### src/rtl/svd_div_pkg.sv
// Shared types and constants for the SVD datapath signed divider.
package svd_div_pkg;

    typedef enum logic [1:0] {
        IDLE = 2'd0,
        ITER = 2'd1,
        FIX  = 2'd2,
        DONE = 2'd3
    } state_t;

    // Bit patterns of the most positive / most negative w-bit values; callers truncate to w bits.
    function automatic logic [63:0] max_pos(input int unsigned w);
        return (64'd1 << (w - 1)) - 64'd1;
    endfunction

    function automatic logic [63:0] min_neg(input int unsigned w);
        return 64'd1 << (w - 1);
    endfunction

endpackage

### src/rtl/div_step.sv
// One combinational non-restoring division step on the {P, Q} pair.
module div_step #(
    parameter int WIDTH = 24
) (
    input  logic [WIDTH:0]   p,
    input  logic [WIDTH-1:0] q,
    input  logic [WIDTH-1:0] dvs,
    output logic [WIDTH:0]   p_new,
    output logic [WIDTH-1:0] q_new
);

    logic [WIDTH:0] p_sh;

    always_comb begin
        p_sh = {p[WIDTH-1:0], q[WIDTH-1]};
        if (!p[WIDTH]) begin
            p_new = p_sh - {1'b0, dvs};
        end else begin
            p_new = p_sh + {1'b0, dvs};
        end
        q_new = {q[WIDTH-2:0], ~p_new[WIDTH]};
    end

endmodule

### src/rtl/nonrestoring_div.sv
// Iterative signed divider: magnitudes are divided one step per clock, then signs and
// the divide-by-zero / overflow overrides are applied in a single fix-up cycle.
module nonrestoring_div
    import svd_div_pkg::*;
#(
    parameter int WIDTH = 24,
    parameter int CW    = 5
) (
    input  logic             clk,
    input  logic             rst,
    input  logic             in_valid,
    output logic             in_ready,
    input  logic [WIDTH-1:0] dividend,
    input  logic [WIDTH-1:0] divisor,
    output logic             out_valid,
    input  logic             out_ready,
    output logic [WIDTH-1:0] quotient,
    output logic [WIDTH-1:0] remainder,
    output logic             div_zero,
    output logic             ovf
);

    localparam logic [WIDTH-1:0] MAXPOS = WIDTH'(max_pos(WIDTH));
    localparam logic [WIDTH-1:0] MINNEG = WIDTH'(min_neg(WIDTH));

    state_t           state_q, state_d;
    logic [CW-1:0]    cnt_q, cnt_d;
    logic [WIDTH:0]   p_q, p_d;
    logic [WIDTH-1:0] q_q, q_d;
    logic [WIDTH-1:0] dvs_q, dvs_d;
    logic [WIDTH-1:0] dividend_q, dividend_d;
    logic             neg_dd_q, neg_dd_d;
    logic             neg_dv_q, neg_dv_d;
    logic             dz_pend_q, dz_pend_d;
    logic             ovf_pend_q, ovf_pend_d;
    logic [WIDTH-1:0] quotient_q, quotient_d;
    logic [WIDTH-1:0] remainder_q, remainder_d;
    logic             div_zero_q, div_zero_d;
    logic             ovf_q, ovf_d;

    logic [WIDTH:0]   p_step;
    logic [WIDTH-1:0] q_step;
    logic [WIDTH-1:0] rem_mag;
    logic [WIDTH-1:0] quot_sgn;
    logic [WIDTH-1:0] rem_sgn;

    div_step #(.WIDTH(WIDTH)) u_step (
        .p     (p_q),
        .q     (q_q),
        .dvs   (dvs_q),
        .p_new (p_step),
        .q_new (q_step)
    );

    assign in_ready  = (state_q == IDLE) && !rst;
    assign out_valid = (state_q == DONE);
    assign quotient  = quotient_q;
    assign remainder = remainder_q;
    assign div_zero  = div_zero_q;
    assign ovf       = ovf_q;

    // NOTE: every always_comb output gets its hold value first, so no path can infer a latch.
    always_comb begin
        state_d     = state_q;
        cnt_d       = cnt_q;
        p_d         = p_q;
        q_d         = q_q;
        dvs_d       = dvs_q;
        dividend_d  = dividend_q;
        neg_dd_d    = neg_dd_q;
        neg_dv_d    = neg_dv_q;
        dz_pend_d   = dz_pend_q;
        ovf_pend_d  = ovf_pend_q;
        quotient_d  = quotient_q;
        remainder_d = remainder_q;
        div_zero_d  = div_zero_q;
        ovf_d       = ovf_q;

        // A negative final partial remainder is restored by one add of the divisor.
        rem_mag  = p_q[WIDTH] ? (p_q[WIDTH-1:0] + dvs_q) : p_q[WIDTH-1:0];
        quot_sgn = (neg_dd_q ^ neg_dv_q) ? -q_q : q_q;
        rem_sgn  = neg_dd_q ? -rem_mag : rem_mag;

        case (state_q)
            IDLE: begin
                if (in_valid) begin
                    p_d        = '0;
                    q_d        = dividend[WIDTH-1] ? -dividend : dividend;
                    dvs_d      = divisor[WIDTH-1] ? -divisor : divisor;
                    dividend_d = dividend;
                    neg_dd_d   = dividend[WIDTH-1];
                    neg_dv_d   = divisor[WIDTH-1];
                    dz_pend_d  = (divisor == '0);
                    ovf_pend_d = (dividend == MINNEG) && (divisor == '1);
                    cnt_d      = CW'(WIDTH - 1);
                    state_d    = ITER;
                end
            end
            ITER: begin
                p_d   = p_step;
                q_d   = q_step;
                cnt_d = cnt_q - CW'(1);
                if (cnt_q == '0) begin
                    state_d = FIX;
                end
            end
            FIX: begin
                div_zero_d = dz_pend_q;
                ovf_d      = ovf_pend_q;
                if (dz_pend_q) begin
                    quotient_d  = neg_dd_q ? MINNEG : MAXPOS;
                    remainder_d = dividend_q;
                end else if (ovf_pend_q) begin
                    quotient_d  = MAXPOS;
                    remainder_d = '0;
                end else begin
                    quotient_d  = quot_sgn;
                    remainder_d = rem_sgn;
                end
                state_d = DONE;
            end
            DONE: begin
                if (out_ready) begin
                    state_d = IDLE;
                end
            end
            default: state_d = IDLE;
        endcase
    end

    // NOTE: sequential state uses non-blocking assignments so all flops update from pre-edge values.
    always_ff @(posedge clk) begin
        if (rst) begin
            state_q     <= IDLE;
            quotient_q  <= '0;
            remainder_q <= '0;
            div_zero_q  <= 1'b0;
            ovf_q       <= 1'b0;
        end else begin
            state_q     <= state_d;
            quotient_q  <= quotient_d;
            remainder_q <= remainder_d;
            div_zero_q  <= div_zero_d;
            ovf_q       <= ovf_d;
        end
    end

    // NOTE: working registers are not reset; each is loaded on accept before it is ever read.
    always_ff @(posedge clk) begin
        cnt_q      <= cnt_d;
        p_q        <= p_d;
        q_q        <= q_d;
        dvs_q      <= dvs_d;
        dividend_q <= dividend_d;
        neg_dd_q   <= neg_dd_d;
        neg_dv_q   <= neg_dv_d;
        dz_pend_q  <= dz_pend_d;
        ovf_pend_q <= ovf_pend_d;
    end

endmodule

### config.mk
export PLATFORM = sky130hd
export DESIGN_NAME = nonrestoring_div
export DESIGN_NICKNAME = d
export VERILOG_FILES = /design/src/rtl/svd_div_pkg.sv /design/src/rtl/div_step.sv /design/src/rtl/nonrestoring_div.sv
export SDC_FILE = /design/constraint.sdc
export NUM_CORES = 1
export LEC_CHECK = 0
export CAP_MARGIN = 15
export CORE_MARGIN = 2
export CORE_UTILIZATION = 65
export CTS_BUF_LIST = sky130_fd_sc_hd__clkbuf_4
export DETAILED_ROUTE_END_ITERATION = 10
export GPL_TIMING_DRIVEN = 0
export MAX_ROUTING_LAYER = met4
export PLACE_DENSITY = 0.89
export SLEW_MARGIN = 20
export SYNTH_ARGS = -nofsm -noshare
export SYNTH_HDL_FRONTEND = slang
export SYNTH_SLANG_ARGS = --single-unit
### constraint.sdc
create_clock -name clk -period 14.4 [get_ports clk]
set_input_delay 2.88 -clock clk [delete_from_list [all_inputs] [get_ports clk]]
set_output_delay 2.88 -clock clk [all_outputs]
set_load 0.1 [all_outputs]
==> results of run 1 <==
## layout make-up
class / instances / area [um2]
Antenna cell: 1 / 2.50
Fill cell: 1228 / 3870
Tap cell: 220 / 275
Inverter: 34 / 128
Sequential cell: 157 / 4190
Clock inverter: 14 / 154
Buffer: 56 / 233
Clock buffer: 18 / 135
Timing Repair Buffer: 104 / 1080
Multi-Input combinational cell: 997 / 6580
## routing by layer
layer / up-vias / global-route usage [%]
met1: 4907 / 50.2
li1: 4874 / -
met3: 63 / 7.06
met2: 586 / 52.9
met5: - / -
met4: 0 / 10.4
## tightest hold or removal path, cell delays in order (launching register included)
cell and delay [ns]:
dfxtp_1 0.34, nand2_1 0.06, a21oi_1 0.05
## kinds of logic after synthesis
logic type / share of synthesized area (%)
simple gates: 18.6
fa+ha+maj: 7.00
flops: 37.7
buf+inv: 3.24
compound gates: 21.7
xor+xnor: 10.3
mux: 1.42
## placed cells by master (no fill, tap or decap), drive strengths merged, types with 13 or more instances in the layout
cell / instances
o21ai: 104
clkdlybuf4s50: 102
nor3: 31
o31ai: 22
ha: 59
nor2: 110
buf: 24
inv: 43
nand2b: 17
and2: 14
nand3: 16
a21oi: 95
nand2: 121
dfxtp: 52
or3: 22
nor4: 18
edfxtp: 105
xor2: 64
nand4: 13
a21o: 24
a211oi: 21
clkbuf: 52
xnor2: 67
## stage by stage
| stage | std cells | cell area, um2 | worst slack [ns] | utilization (%) |
|---|---|---|---|---|
| detailed placement | 1568 | 12500 | 7.03 | 75.0 |
| CTS | 1600 | 12800 | 7.02 | 76.8 |
| global route | 1601 | 12800 | 6.97 | 76.8 |
| finish | 1601 | 12800 | 7.03 | 76.8 |
| floorplan | 1244 | 11100 | 7.13 | - |
| global placement | 1566 | 12400 | 6.51 | 74.6 |
## state kept, by name, summed over array words and instances (netlist names)
signal      cells
p_q            25
remainder      24
dvs_q          24
dividend_q     24
dz_pend_q       1
ovf             1
state_q         2
quotient       24
cnt_q           5
neg_dv_q        1
div_zero        1
ovf_pend_q      1
q_q            24
## path summary, 6_finish.rpt
kind,start,to,slack [ns],cells past startpoint
setup reg to reg,p_q[24],q_q[0],8.14,20
setup / recovery,rst,in_ready,7.03,3
hold reg to reg,quotient[8],quotient[8],0.47,2
hold / removal,quotient[8],quotient[8],0.47,2
==> reports/qor.txt, run 1 <==
clock-pin slew on the worst setup and hold paths - 0.16 ns
count of clock tree sinks - 157
Vias - 10.4k
GP Congestion - 0.969
GRT Overall Usage - 35.8%
Top Metal Used - met4
min Tclk post-route - 7.37 ns
Hold Path Class - flip-flop to flip-flop
die area - 18200 um2
most common cell in the netlist - nand2_1
fmax - 136 MHz
CTS tree - built
DR pass1 iterations - 5
area grow syn2layout - 14.9%
Final ANT Viol Nets - 0
CP Class - primary input to output port
antenna violations before repair - 1
DR WL/cell - 19.6 um
CP top delay family - buffers and inverters
Initial Util - 66.8%
CTS resizes - 0
Startpoint Class - primary input
slowest cell on the critical path - clkdlybuf4s50_1
initial DRC count - 1154
row cnt - 47
leading post-synthesis cells by cell area - edfxtp_1 (28%), dfxtp_1 (9.4%), ha_1 (6.6%)
core area - 16600 um2
ratio of cells with drive above 1 in the final layout - 5.72%
Synthesis Warnings - 0
Buf/Inv on CP - 2
setup TNS - 0 ns
dpl hpwl - 24200 um
htree depth - 4
relative max-transition margin - 33.3%
met2 WL - 14100 um
top-area cell type share of the netlist area - 28.4%
unrepaired setup endpoints after global routing - no
Syn Area/Cell - 8.94 um2
total I/O pin count - 104
CP max stage delay - 1.15 ns
Vias/cell - 6.51
port bufs - 102
clock root cell - clkbuf_4
Worst EP required - 11.52 ns
EDFF count, synth - 105
Hold Slack - 0.474 ns
worst-path cell chain - clkbuf_1, nor2b_1, clkdlybuf4s50_1
Slew @ Worst Pin - 0.997 ns
FF+latch count, synth - 157
share of the yosys chip area belonging to registers - 37.7%
residual DRC count - 0
Die X - 135 um
Slew Limit Fails - 0
# hold bufs at CTS - 0
Die H - 135 um
Hold Vio Cnt, Final - 0
syn nets - 1357
GRT overflow - 0
met1 WL - 13300 um
Final Net Count - 1480
met3 WL - 3310 um
number of global-route vias before repair - 9621
Max Buffers Root-to-Sink - 2
pin count of the biggest net entering global routing - 53
commonest cells in the netlist - nand2_1 (121), nor2_1 (110), edfxtp_1 (105), a21oi_1 (95), o21ai_0 (95)
CP Data Arrival Time - 4.49 ns
status - finished, final reports clean
postcts setup bufs - 0
post-synthesis cell type count - 80
area leader, netlist - edfxtp_1
TritonCTS buffer count - 17
Max-Cap Viols - 0
Async SR Flop Fraction - 0%
Synth Flop Type - edfxtp_1
Post-Route WL - 31400 um
Final Skew - 0.0326 ns
final setup fails - 0
CP Capture Type - output port
insertion delay to the later sink of the worst-skew pair - 0.60 ns
global-route wire length before repair - 49500 um
Crit Path Max Fanout - 10
fin crit share - 51.2%
synthesized area - 11100 um2
synthesized netlist cell count - 1244
Power of run 1 is not shown: default switching activity piles up to over one toggle a cycle in this logic, so the estimate is an artifact.
==> run 2: changes to the inputs <==
--- a/config.mk
+++ b/config.mk
@@ -7,12 +7,12 @@
 export LEC_CHECK = 0
 export CAP_MARGIN = 15
 export CORE_MARGIN = 2
-export CORE_UTILIZATION = 65
+export CORE_UTILIZATION = 60
 export CTS_BUF_LIST = sky130_fd_sc_hd__clkbuf_4
 export DETAILED_ROUTE_END_ITERATION = 10
 export GPL_TIMING_DRIVEN = 0
 export MAX_ROUTING_LAYER = met4
-export PLACE_DENSITY = 0.89
+export PLACE_DENSITY = 0.83
 export SLEW_MARGIN = 20
 export SYNTH_ARGS = -nofsm -noshare
 export SYNTH_HDL_FRONTEND = slang
==> constraint.sdc (replaced) <==
create_clock -name clk -period 7.3 [get_ports clk]
set_input_delay 1.46 -clock clk [delete_from_list [all_inputs] [get_ports clk]]
set_output_delay 1.46 -clock clk [all_outputs]
set_load 0.1 [all_outputs]
==> run 2 against run 1 <==
Net effect:
- the run now ends with DRC left
- setup slack got worse by 6.1 ns
- routed wire length about the same
- utilization down 6.1 points
- worst hold slack better by 0.00089 ns
- final cell count is 0.56% higher
- critical path depth up 17
- non-clock buffer count unchanged
- critical path type is now flip-flop to flip-flop
- largest cell class unchanged
==> reports/qor.txt, run 2 (synthesis results as in run 1) <==
global-route wire length before repair - 49500 um (about the same)
fmax - 157 MHz
most common cell after layout, fill and taps aside - nand2_1
Crit Path Max Fanout - 10 (unchanged)
Hold Path Class - flip-flop to flip-flop
failing checks - DRC
final setup fails - 0 (unchanged)
busiest grt layer - met2
Max-Cap Viols - 0 (unchanged)
Final ANT Viol Nets - 0 (unchanged)
reg2reg start - p_q[24]
Slew Limit Fails - 0 (unchanged)
Max Buffers Root-to-Sink - 2 (unchanged)
CP max stage delay - 0.60 ns (-0.55 ns)
insertion delay to the later sink of the worst-skew pair - 0.61 ns (about the same)
Post-Route WL - 31400 um (about the same)
status - finished, violations left
worst r2r dst - q_q[0]
TritonCTS buffer count - 17 (unchanged)
worst-path cell chain - buf_2, buf_2, buf_2, buf_2, buf_1, buf_1, buf_1, nor2_1, xor2_1, ha_1, a21o_1, a21o_1, a211oi_1, o31a_1, nor3_1, nor4_1, o21ai_0, a31oi_1, xnor2_1, mux2_2
final core utilization - 70.6% (-6.1 points)
Final Skew - 0.0216 ns (-0.0110 ns)
CP Capture Type - flip-flop
Vias - 10.2k (-2.4%)
slowest cell on the critical path - buf_1
clock root cell - clkbuf_4
hold wc startpoint - quotient[12]
clock-pin slew on the worst setup and hold paths - 0.16 ns (about the same)
M2 GR Usage - 51.2% (-1.8 points)
Die X - 140 um (+4.0%)
antenna violations before repair - 1 (unchanged)
initial DRC count - 1178 (+2.1%)
pin count of the biggest net entering global routing - 53 (unchanged)
port bufs - 102 (unchanged)
residual DRC count - 6 (+6)
fillers - 1415 (+15%)
ratio of cells with drive above 1 in the final layout - 5.72% (unchanged)
postcts setup bufs - 0 (unchanged)
unrepaired setup endpoints after global routing - no
Largest register FFs - 25 (unchanged)
R2R cell count - 20 (unchanged)
P_leak - 4.65 nW
DR pass1 iterations - 9 (+4)
Initial Util - 61.5% (-5.3 points)
count of clock tree sinks - 157 (unchanged)
CTS resizes - 0 (unchanged)
relative max-transition margin - 33.0% (-0.33 points)
Reg2Reg Setup Slack - 0.91 ns (-7.23 ns)
core area - 18100 um2 (+8.7%)
Final Net Count - 1480 (unchanged)
total I/O pin count - 104 (unchanged)
Die H - 140 um (+4.0%)
htree depth - 4 (unchanged)
VDD IR-drop max - 515 uV
row cnt - 49 (+4.3%)
GP Congestion - 0.966 (-0.27%)
met1 Use GR - 45.2% (-5.0 points)
Worst EP required - 7.68 ns (-3.84 ns)
CTS tree - built
met3 Use GR - 7.11% (+0.054 points)
cell mode on critical path - buf_2
setup TNS - 0 ns (unchanged)
hold path depth - 2 (unchanged)
Worst Hold Path EP - quotient[12]
GRT Overall Usage - 33.2% (-2.6 points)
multi-input logic area - 6580 um2 (unchanged)
CP Data Arrival Time - 6.77 ns (+2.28 ns)
Reg with most FFs - p_q
dpl hpwl - 24700 um (+2.0%)
Startpoint Class - flip-flop
CP Class - flip-flop to flip-flop
GRT overflow - 0 (unchanged)
# hold bufs at CTS - 0 (unchanged)
number of global-route vias before repair - 9454 (-1.7%)
pwr/cell area - 539 nW/um2
Slew @ Worst Pin - 1.00 ns (+0.00489 ns)
Hold Vio Cnt, Final - 0 (unchanged)
Vias/cell - 6.32 (-3.0%)
fin crit share - 87.5%
most frequent cells in the layout - nand2_1 (121), nor2_1 (110), edfxtp_1 (105)
area grow syn2layout - 14.9% (about the same)
DR WL/cell - 19.5 um (-0.53%)
min Tclk post-route - 6.39 ns
die area - 19600 um2 (+8.1%)
register area - 4190 um2 (unchanged)
==> run 2: cell types whose count changed in the layout (fill, tap and decap cells not counted), sizes merged <==
cell      change
clkbuf        -1
inv           -2
bufinv        -1
clkinv        +3
clkinvlp      +1
==> run 2: critical path: cells and delay by family, from the launching register on <==
kind / cells / cell delay (ns)
compound gates: 6 / 1.43
xor+xnor: 2 / 0.44
fa+ha+maj: 1 / 0.32
buf+inv: 7 / 2.68
flops: 1 / 0.35
mux: 1 / 0.35
simple gates: 3 / 0.58
==> run 2: worst max-delay path by stage <==
stage              from  endpoint  slack [ns]  cells past startpoint
5_1_grt         p_q[24]    q_q[0]        0.61                     20
4_1_cts         p_q[24]    q_q[0]        1.08                     20
2_1_floorplan  in_valid  cnt_q[0]        2.62                      2
6_report        p_q[24]    q_q[0]        0.91                     20
3_3_place_gp   in_valid   p_q[23]        0.89                      3
3_5_place_dp    p_q[24]    q_q[0]        1.08                     20
==> run 2: layer usage <==
layer | up-vias | wire (um)
met5 | - | 0
met4 | 0 | 505
met3 | 38 | 2950
met2 | 420 | 14300
met1 | 4857 | 13700
li1 | 4862 | -
==> run 2: report_power, final <==
| group | total, W | internal, W | switching (W) |
|---|---|---|---|
| Combinational | 0.00462 | 0.00166 | 0.00296 |
| Clock | 0.000557 | 0.000182 | 0.000375 |
| Sequential | 0.00171 | 0.00139 | 0.000323 |
==> run 2: cell type report <==
| type | count | share of cell area (%) |
|---|---|---|
| diodes | 1 | 0.0196 |
| plain buffers | 56 | 1.82 |
| clock buffers | 17 | 0.999 |
| clock inverters | 15 | 1.21 |
| inverters | 34 | 0.999 |
| multi-input cells | 997 | 51.5 |
| flip-flops and latches | 157 | 32.8 |
| well taps | 229 | 2.24 |
| repair buffers | 104 | 8.37 |
==> run 2: through the flow <==
step | hold slack, ns | power, W | std cells | worst slack, ns | cell area, um2
6_report | 0.475 | 0.00689 | 1610 | 0.912 | 12800
4_1_cts | 0.477 | 0.00681 | 1609 | 1.08 | 12800
5_1_grt | 0.493 | 0.00738 | 1610 | 0.613 | 12800
3_5_place_dp | 0.456 | 0.00626 | 1577 | 1.08 | 12500
2_1_floorplan | 0.461 | 0.00516 | 1244 | 2.62 | 11100
3_3_place_gp | 0.452 | 0.00614 | 1575 | 0.890 | 12400
Note: power is estimated with default switching activity, not from simulation.
==> run 3: changes to the inputs <==
--- a/config.mk
+++ b/config.mk
@@ -17,3 +17,4 @@
 export SYNTH_ARGS = -nofsm -noshare
 export SYNTH_HDL_FRONTEND = slang
 export SYNTH_SLANG_ARGS = --single-unit
+export TNS_END_PERCENT = 10
==> results of run 3 <==
No change in the layout: final DEF, timing and power equal those of run 2.
